### src/rtl/mult_arbiter_pkg.sv
// Shared definitions for the mult1 arbiter: FSM state encoding, default latency
// and the round-robin pointer advance helper.
package mult_arbiter_pkg;

  typedef enum logic [2:0] {
    S_IDLE  = 3'd0,
    S_START = 3'd1,
    S_WAIT  = 3'd2,
    S_ACK   = 3'd3,
    S_RESP  = 3'd4
  } state_e;

  localparam int DEFAULT_MULT_LAT = 33;

  function automatic int rr_next(input int idx, input int n);
    if (idx + 1 >= n) begin
      return 0;
    end else begin
      return idx + 1;
    end
  endfunction

endpackage

### src/rtl/mult_rr_pick.sv
// Combinational round-robin pick: first set request at or after rr_ptr, wrapping.
// Kept standalone so other shared units can reuse it.
module mult_rr_pick #(
  parameter int NREQ = 4,
  parameter int IDXW = 2
) (
  input  logic [NREQ-1:0] req,
  input  logic [IDXW-1:0] rr_ptr,
  output logic [NREQ-1:0] gnt_oh,
  output logic [IDXW-1:0] gnt_idx,
  output logic            any
);

  // scan NREQ positions starting at rr_ptr; the first hit wins
  always_comb begin
    logic [IDXW:0]   sum;
    logic [IDXW-1:0] idx;
    logic            hit;
    gnt_oh  = '0;
    gnt_idx = '0;
    any     = 1'b0;
    sum     = '0;
    idx     = '0;
    hit     = 1'b0;
    for (int i = 0; i < NREQ; i++) begin
      sum = {1'b0, rr_ptr} + (IDXW+1)'(i);
      if (sum >= (IDXW+1)'(NREQ)) begin
        sum = sum - (IDXW+1)'(NREQ);
      end else begin
        sum = sum;
      end
      idx          = sum[IDXW-1:0];
      hit          = !any && req[idx];
      gnt_oh[idx]  = gnt_oh[idx] | hit;
      gnt_idx      = hit ? idx : gnt_idx;
      any          = any | hit;
    end
  end

endmodule

### src/rtl/mult_arbiter.sv
// Round-robin sharing of one iterative mult1 between NREQ requesters.
// Optional op counter port enabled by defining MULT_ARB_STATS_EN.
module mult_arbiter
  import mult_arbiter_pkg::*;
#(
  parameter int NREQ     = 4,
  parameter int WIDTH    = 32,
  parameter int MULT_LAT = DEFAULT_MULT_LAT
) (
  input  logic                  clk,
  input  logic                  rst,
  input  logic [NREQ-1:0]       req,
  input  logic [NREQ*WIDTH-1:0] a_in,
  input  logic [NREQ*WIDTH-1:0] b_in,
  output logic [NREQ-1:0]       gnt,
  output logic [NREQ-1:0]       rsp_valid,
  input  logic [NREQ-1:0]       rsp_ready,
  output logic [2*WIDTH-1:0]    rsp_product,
  output logic                  m_start,
  output logic                  m_ack,
  output logic [WIDTH-1:0]      m_multiplicand,
  output logic [WIDTH-1:0]      m_multiplier,
  input  logic [2*WIDTH-1:0]    m_product
`ifdef MULT_ARB_STATS_EN
  ,
  output logic [31:0]           op_count
`endif
);

  localparam int IDXW = (NREQ > 1) ? $clog2(NREQ) : 1;
  localparam int CNTW = $clog2(MULT_LAT + 1);

  state_e              state_q, state_d;
  logic [IDXW-1:0]     rr_ptr_q, rr_ptr_d;
  logic [IDXW-1:0]     owner_q, owner_d;
  logic [WIDTH-1:0]    a_q, a_d, b_q, b_d;
  logic [2*WIDTH-1:0]  result_q, result_d;
  logic [CNTW-1:0]     cnt_q, cnt_d;

  logic [NREQ-1:0]     pick_oh;
  logic [IDXW-1:0]     pick_idx;
  logic                pick_any;
  logic [WIDTH-1:0]    a_sel, b_sel;
  logic [NREQ-1:0]     owner_oh;
  logic                ready_hit;

  mult_rr_pick #(.NREQ(NREQ), .IDXW(IDXW)) u_pick (
    .req     (req),
    .rr_ptr  (rr_ptr_q),
    .gnt_oh  (pick_oh),
    .gnt_idx (pick_idx),
    .any     (pick_any)
  );

  // operand mux for the picked requester and owner decode
  always_comb begin
    a_sel    = '0;
    b_sel    = '0;
    owner_oh = '0;
    for (int i = 0; i < NREQ; i++) begin
      a_sel       = a_sel | ({WIDTH{pick_oh[i]}} & a_in[i*WIDTH +: WIDTH]);
      b_sel       = b_sel | ({WIDTH{pick_oh[i]}} & b_in[i*WIDTH +: WIDTH]);
      owner_oh[i] = (owner_q == IDXW'(i));
    end
    ready_hit = |(rsp_ready & owner_oh);
  end

  // state and datapath registers
  always_ff @(posedge clk) begin
    if (!rst) begin
      state_q  <= S_IDLE;
      rr_ptr_q <= '0;
      owner_q  <= '0;
      a_q      <= '0;
      b_q      <= '0;
      result_q <= '0;
      cnt_q    <= '0;
    end else begin
      state_q  <= state_d;
      rr_ptr_q <= rr_ptr_d;
      owner_q  <= owner_d;
      a_q      <= a_d;
      b_q      <= b_d;
      result_q <= result_d;
      cnt_q    <= cnt_d;
    end
  end

  // next state; WAIT runs cnt from MULT_LAT-1 down to 0, i.e. exactly MULT_LAT cycles
  always_comb begin
    state_d  = state_q;
    rr_ptr_d = rr_ptr_q;
    owner_d  = owner_q;
    a_d      = a_q;
    b_d      = b_q;
    result_d = result_q;
    cnt_d    = cnt_q;
    case (state_q)
      S_IDLE: begin
        if (pick_any) begin
          state_d = S_START;
          owner_d = pick_idx;
          a_d     = a_sel;
          b_d     = b_sel;
        end else begin
          state_d = S_IDLE;
        end
      end
      S_START: begin
        state_d = S_WAIT;
        cnt_d   = CNTW'(MULT_LAT - 1);
      end
      S_WAIT: begin
        if (cnt_q == '0) begin
          result_d = m_product;
          state_d  = S_ACK;
        end else begin
          cnt_d = cnt_q - CNTW'(1);
        end
      end
      S_ACK: begin
        state_d = S_RESP;
      end
      S_RESP: begin
        if (ready_hit) begin
          rr_ptr_d = IDXW'(rr_next(int'(owner_q), NREQ));
          state_d  = S_IDLE;
        end else begin
          state_d = S_RESP;
        end
      end
      default: begin
        state_d = S_IDLE;
      end
    endcase
  end

  // protocol outputs; gnt is masked while reset is asserted since no latch happens then
  always_comb begin
    if (state_q == S_IDLE && rst) begin
      gnt = pick_oh;
    end else begin
      gnt = '0;
    end
    m_start   = (state_q == S_START);
    m_ack     = (state_q == S_ACK);
    rsp_valid = (state_q == S_RESP) ? owner_oh : '0;
  end

  assign rsp_product    = result_q;
  assign m_multiplicand = a_q;
  assign m_multiplier   = b_q;

`ifdef MULT_ARB_STATS_EN
  logic [31:0] op_count_q, op_count_d;

  // completed operations, wrapping naturally at 2^32
  always_comb begin
    if (state_q == S_RESP && ready_hit) begin
      op_count_d = op_count_q + 32'd1;
    end else begin
      op_count_d = op_count_q;
    end
  end

  // op counter register
  always_ff @(posedge clk) begin
    if (!rst) begin
      op_count_q <= 32'd0;
    end else begin
      op_count_q <= op_count_d;
    end
  end

  assign op_count = op_count_q;
`endif

endmodule

### config.mk
export PLATFORM = sky130hd
export DESIGN_NAME = mult_arbiter
export DESIGN_NICKNAME = d
export VERILOG_FILES = /design/src/rtl/mult_arbiter_pkg.sv /design/src/rtl/mult_rr_pick.sv /design/src/rtl/mult_arbiter.sv
export SDC_FILE = /design/constraint.sdc
export NUM_CORES = 1
export LEC_CHECK = 0
export CORE_AREA = 2 2 180 182
export CTS_BUF_LIST = sky130_fd_sc_hd__clkbuf_8
export CTS_CLUSTER_SIZE = 40
export DETAILED_ROUTE_END_ITERATION = 12
export DIE_AREA = 0 0 182 184
export PLACE_DENSITY = 0.56
export SLEW_MARGIN = 20
export SYNTH_ARGS = -nofsm -noshare
export SYNTH_HDL_FRONTEND = slang
export SYNTH_HIERARCHICAL = 1
export SYNTH_SLANG_ARGS = --single-unit
### constraint.sdc
create_clock -name clk -period 5.64 [get_ports clk]
set_clock_uncertainty 0.2 [all_clocks]
set_input_delay 0.846 -clock clk [delete_from_list [all_inputs] [get_ports clk]]
set_output_delay 0.846 -clock clk [all_outputs]
set_load 0.03 [all_outputs]
* Word level (Yosys, flattened, before mapping)
Cells that the tools add are included.
** Cells by class
- Bitwise gates (word level) :: 23
- Order comparisons :: 13
- $add $sub $neg :: 9
- Eq/ne operators :: 9
- Multiplexer cells :: 44
- Reduce and logical (&&, ||, !) cells :: 20
** Operators by type and width (number)
- $and A32 B32 Y32 :: 8
- $or A32 B32 Y32 :: 6
- $mux W2 :: 9
- $bmux W1 S2 :: 8
- $pmux W3 S5 :: 1
- $mux W1 :: 13
- $bwmux W4 :: 3
- $ge A3 B3 Y1 const B :: 4
- $lt A2 B3 Y1 const B :: 4
- $pmux W6 S2 :: 1
- $and A4 B4 Y4 :: 2
- $demux W1 S2 :: 4
- $ge A2 B1 Y1 const B :: 4
- $logic_and A1 B1 Y1 :: 8
- $mux W4 :: 2
- $reduce_and A2 Y1 :: 4
- $sub A2 B1 Y2 const B :: 4
- $or A1 B1 Y1 :: 7
- $add A2 B1 Y3 const B :: 2
- $add A2 B2 Y3 const B :: 2
- $eq A3 B2 Y1 const B :: 2
- $logic_not A6 Y1 :: 1
- $mux W3 :: 2
- $mux W6 :: 1
- other kinds (12) :: 16
** Storage, ports and cells
- Input port bits :: 330
- Output and inout bits :: 138
- Flip-flop bits (word level) :: 141
- Word-level logic and storage cells :: 125

* Logic depth before layout (Yosys ltp)
- Depth in word-level cells :: 23
- Mapped depth :: 13
- Mapped depth without buffers :: 10

* Modules after synthesis
Netlist, hierarchy kept.
** By module, submodules not included
- mult_arbiter :: cells each 745, times used 1, area each 6246.0 um^2
- mult_rr_pick :: cells each 79, times used 1, area each 648.1 um^2

* Least setup slack after synthesis
Ideal clock, no wire load.
- Path type :: input to output
- From :: in req[3]
- To :: out gnt[1]
- Buffers on the path :: 2
- Stages on the path :: 9
- Data required time :: 4594 ps
- Data arrival time :: 3285 ps
- Slack :: 1309 ps
- Cells stage by stage :: mux4_2 > mux2_4 > a21oi_1 > a311oi_1 > o211ai_2 > a31oi_1 > clkbuf_1 > clkbuf_1 > and3_1
** On the way
- Cells in the longest elaborated chain, start to end :: 17
** RTL lines
- start: declaration :: line mult_arbiter.sv:12 : input logic [NREQ-1:0] req,
- $bmux W1 S2 :: line mult_rr_pick.sv:33 : hit = !any && req[idx];
- $mux W1 (implied by the code) :: line mult_rr_pick.sv:33
- $or A1 B1 Y1 :: line mult_rr_pick.sv:34 : gnt_oh[idx] = gnt_oh[idx] | hit;
- $and A4 B4 Y4 (no source line)
- $bmux W1 S2 :: line mult_rr_pick.sv:34
- $mux W1 (implied by the code) :: line mult_rr_pick.sv:34
- $or A1 B1 Y1 :: line mult_rr_pick.sv:34
- $bwmux W4 :: line mult_rr_pick.sv:34
- [2 not listed]
- $or A1 B1 Y1 :: line mult_rr_pick.sv:34
- $bwmux W4 :: line mult_rr_pick.sv:34
- $bmux W1 S2 :: line mult_rr_pick.sv:34
- $mux W1 (implied by the code) :: line mult_rr_pick.sv:34
- $or A1 B1 Y1 :: line mult_rr_pick.sv:34
- $bwmux W4 * :: line mult_rr_pick.sv:34
- net pick_oh[1] :: line mult_arbiter.sv:40 : logic [NREQ-1:0] pick_oh;
- $mux W4 * :: line mult_arbiter.sv:140 : if (state_q == S_IDLE && rst) begin
- end: declaration :: line mult_arbiter.sv:15 : output logic [NREQ-1:0] gnt,
The timed path passes the listed nets; every way through them passes the cells marked *. The select of a mux whose other input is x is not followed.

* Worst setup path in the final report
- From :: reg rr_ptr_q[0]
- To :: out gnt[0]
** On the way
- Cells in the longest elaborated chain, start to end :: 20
** RTL lines
- start: declaration :: line mult_arbiter.sv:34 : logic [IDXW-1:0] rr_ptr_q, rr_ptr_d;
- start signal: assignment :: line mult_arbiter.sv:80 : rr_ptr_q <= rr_ptr_d;
- $ge A2 B3 Y1 / $sub A2 B1 Y2 (equally long branches) :: line mult_rr_pick.sv:27, mult_rr_pick.sv:28
- $mux W2 :: line mult_rr_pick.sv:27 : if (sum >= (IDXW+1)'(NREQ)) begin
- $lt A2 B3 Y1 (implied by the code) / $ge A2 B1 Y1 (equally long branches) :: line mult_rr_pick.sv:34
- $logic_and A1 B1 Y1 (implied by the code) :: line mult_rr_pick.sv:34
- $mux W1 (implied by the code) :: line mult_rr_pick.sv:34
- $demux W1 S2
- $and A4 B4 Y4 (no source line)
- $bmux W1 S2 :: line mult_rr_pick.sv:34
- [5 not listed]
- $or A1 B1 Y1 :: line mult_rr_pick.sv:34
- $bwmux W4 :: line mult_rr_pick.sv:34
- $bmux W1 S2 :: line mult_rr_pick.sv:34
- $mux W1 (implied by the code) :: line mult_rr_pick.sv:34
- $or A1 B1 Y1 :: line mult_rr_pick.sv:34
- $bwmux W4 * :: line mult_rr_pick.sv:34
- net pick_oh[0] :: line mult_arbiter.sv:40
- $mux W4 * :: line mult_arbiter.sv:140
Marked as above.

==> results.sh <==
export IMPL_outcome="completed"
export IMPL_grt_total_usage=0.1793
export IMPL_worstSetupStartpointType="flip-flop"
export IMPL_drc=0
export IMPL_avgRoutedWirePerCell_um=19.29
export IMPL_cts_buffers=17
export IMPL_ff2ff_setup_slack_ns=1.18
export IMPL_regArea_um2=2823
export IMPL_design_area_um2=12290
export IMPL_dp_hpwl_um=23380
export IMPL_drive_gt1_frac=0.05582
export IMPL_criticalPathCategory="reg -> out"
export IMPL_cts_resized=0
export IMPL_num_fill_cells=3229
export IMPL_routed_wl_um=31940
export IMPL_finalSetupTns_ns=0
export IMPL_grt_max_degree=67
export IMPL_die_w_um=182
export IMPL_diodes=0
export IMPL_synth_seq_area_share=0.4094
export IMPL_tightest_slew_ns=0.8564
export IMPL_grt_pass1_wl_um=46320
export IMPL_setup_violations=0
export IMPL_synth_nets=1164
export IMPL_num_vias=8058
export IMPL_cts_max_level=4
export IMPL_power_density_nw_per_um2=426.1
export IMPL_final_nets=1582
export IMPL_post_cts_setup_buffers=0
export IMPL_ant_nets=0
export IMPL_max_cap_violations=0
export IMPL_overflow=0
export IMPL_clk_latency_ns=0.44
export IMPL_cp_end_kind="output port"
export IMPL_critPathRequiredTime_ns=4.59
export IMPL_fin_crit_ns=5.253
export IMPL_placed_cells=1625
export IMPL_crit_path_max_fanout=13
export IMPL_clockBufferDepth=2
export IMPL_cts_tree="built"
export IMPL_std_cell_rows=65
export IMPL_synth_avg_cell_area_um2=8.367
export IMPL_relSlewSlack=0.4290
export IMPL_reg2regPathDepth=12
export IMPL_antenna_found_initial=2
export IMPL_place_area_um2=11880
export IMPL_fp_dieArea_um2=33490
export IMPL_area_growth_syn_to_layout_pct=78.20
export IMPL_synthDistinctLibCells=51
export IMPL_coreArea_um2=31390
export IMPL_ys_ff_latch=141
export IMPL_ir_drop_mv=0.2115
export IMPL_multiInputGateArea_um2=3731
export IMPL_ctsRootBufferMaster="clkbuf_8"
export IMPL_p_leak_uw=0.004175
export IMPL_viasPerCell=4.866
export IMPL_clkSinkCount=141
export IMPL_firstDrtPassIters=7
export IMPL_drt_initial_drc_count=401
export IMPL_worstPathArrival_ns=4.21
export IMPL_hold_violations=0
export IMPL_yosys_warnings=6
export IMPL_io_buffers=467
export IMPL_critPathCapture="gnt[0]"
export IMPL_grt_pass1_vias=7685
export IMPL_fmax_mhz=190.4
export IMPL_timing_rr_end="m_multiplier[30]$_SDFFE_PN0P_"
export IMPL_rsz0062_at_grt="false"
export IMPL_hold_path_class="reg -> reg"
export IMPL_hold_buffers=0
export IMPL_drv_slew=0
export IMPL_fin_crit_sh=0.9315
export IMPL_synthCells=824
export IMPL_gp_congestion=0.8739
export IMPL_die_h_um=184
export IMPL_start_util=0.2196
export IMPL_synth_area_um2=6894
export IMPL_r2r_start="rr_ptr_q[0]$_SDFFE_PN0P_"
export IMPL_fin_cells=1656
export IMPL_path_clk_slew_ns=0.09
export IMPL_pin_count=468
export IMPL_cp_startpoint="rr_ptr_q[0]$_SDFFE_PN0P_"
## power breakdown
| group | leakage (uW) | total (uW) | internal [uW] | switching [uW] |
|---|---|---|---|---|
| sequential | 0.00116 | 1520 | 1330 | 191 |
| clock | 0.000199 | 894 | 416 | 478 |
| combinational | 0.00282 | 2820 | 1140 | 1680 |
| total | 0.00417 | 5230 | 2880 | 2350 |
## cells in the mapped netlist (all sizes together)
cell     number  area share
buf          28       0.023
and3b         1      0.0013
xnor2         2      0.0025
a211oi        4      0.0051
ha           10       0.018
a221oi        2      0.0034
mux2i         4      0.0058
nor3          6      0.0058
nand4b        2      0.0025
mux2          4      0.0071
dfxtp       141        0.41
inv          12      0.0065
nand3         2      0.0015
or3           1     0.00091
and4          1      0.0013
nor2b         3      0.0027
nand4         4      0.0036
o21ai         5      0.0042
clkbuf       53       0.029
nor2         85       0.046
mux4          5       0.017
o211ai        3      0.0040
nor3b         3      0.0033
and2          2      0.0018
nand2       136       0.074
a41oi         1      0.0013
a22oi       132        0.14
nand2b        3      0.0027
o32ai         2      0.0025
a311oi       68       0.086
a32oi         1      0.0013
nor4          1     0.00091
a31oi         7      0.0064
o311a         1      0.0015
and3         10      0.0091
o31ai         1      0.0011
o221ai        1      0.0013
a2111oi       3      0.0065
a21oi        72       0.052
a211o         1      0.0013
or4           1      0.0011
## worst min-delay path by stage
stage / start / to / slack, ns / cells after the start
2_1_floorplan: cnt_q[3]$_SDFFE_PN0P_ / cnt_q[3]$_SDFFE_PN0P_ / 0.27 / 2
3_3_place_gp: rsp_product[40]$_SDFFE_PN0P_ / rsp_product[40]$_SDFFE_PN0P_ / 0.24 / 2
3_5_place_dp: rsp_product[13]$_SDFFE_PN0P_ / rsp_product[13]$_SDFFE_PN0P_ / 0.25 / 2
4_1_cts: rsp_product[13]$_SDFFE_PN0P_ / rsp_product[13]$_SDFFE_PN0P_ / 0.26 / 2
5_1_grt: rsp_product[11]$_SDFFE_PN0P_ / rsp_product[11]$_SDFFE_PN0P_ / 0.28 / 2
6_report: rsp_product[16]$_SDFFE_PN0P_ / rsp_product[16]$_SDFFE_PN0P_ / 0.26 / 2
## state kept, by name, summed over array words and instances, names as in the netlist
name,flops
cnt_q,6
m_multiplicand,32
m_multiplier,32
owner_q,2
rr_ptr_q,2
rsp_product,64
state_q,3
## worst max-delay path: stages, from the launching register on
cell             delay [ns]
dfxtp_1                0.34
inv_1                  0.12
ha_1                   0.65
mux4_2                 0.58
mux2_4                 0.33
a21oi_1                0.31
o32ai_1                0.16
a211oi_2               0.39
a31oi_4                0.12
and3_1                 0.18
clkdlybuf4s50_1        0.60
## cell type report
| class | count | area share |
|---|---|---|
| inverter | 12 | 0.003870 |
| clock buffer | 18 | 0.02017 |
| multi-input combinational | 590 | 0.3037 |
| clock inverter | 13 | 0.01273 |
| sequential | 141 | 0.2298 |
| tap | 402 | 0.04094 |
| timing repair buffer | 480 | 0.3888 |
## cell usage in the layout (no fill, tap or decap), types with 3 or more instances in the layout
cell | Yosys | layout
a21oi_1 | 72 | 72
nand4_1 | 4 | 4
buf_4 | 4 | 15
a22oi_1 | 132 | 132
nor3b_1 | 3 | 3
clkbuf_8 | 0 | 18
a311oi_1 | 68 | 68
inv_1 | 12 | 11
mux2i_1 | 4 | 4
a2111oi_2 | 3 | 3
mux4_2 | 3 | 3
ha_1 | 10 | 10
mux2_2 | 3 | 3
inv_6 | 0 | 5
o21ai_0 | 4 | 4
nand2b_1 | 3 | 3
clkinv_4 | 0 | 3
nor2_1 | 85 | 85
a31oi_1 | 7 | 3
a31oi_4 | 0 | 4
nand2_1 | 136 | 136
clkdlybuf4s50_1 | 0 | 464
and3_1 | 10 | 10
nor3_1 | 4 | 4
nor2b_1 | 3 | 3
dfxtp_1 | 141 | 141
a211oi_1 | 3 | 3
## per-stage QoR
stage | power [uW] | util | hold slack [ns] | worst slack, ns
after global placement | 4370 | 0.3785 | 0.2409 | 0.4997
after floorplan | 3196 | - | 0.2702 | 1.309
after CTS | 5312 | 0.3914 | 0.2589 | 0.4082
final | 5234 | 0.3914 | 0.2572 | 0.3866
after global routing | 5559 | 0.3914 | 0.2775 | 0.1484
after detailed placement | 4394 | 0.3785 | 0.2465 | 0.4568
## routing by layer
layer,global-route usage,wire (um),up-vias
li1,-,-,3923
met1,0.2273,13590,3746
met2,0.3053,15600,357
met3,0.04477,2253,30
met4,0.04387,482,2
met5,0,13,-
## cells by family (layout without fill, tap and decap cells)
group | after synthesis | in the layout | share of synthesized area
simple gates | 261 | 261 | 0.1588
flops | 141 | 141 | 0.4094
mux | 13 | 13 | 0.03031
compound gates | 304 | 304 | 0.3221
buf+inv | 93 | 523 | 0.05862
xor+xnor | 2 | 2 | 0.002541
fa+ha+maj | 10 | 10 | 0.01815
Power figures use the tool's default switching activity.
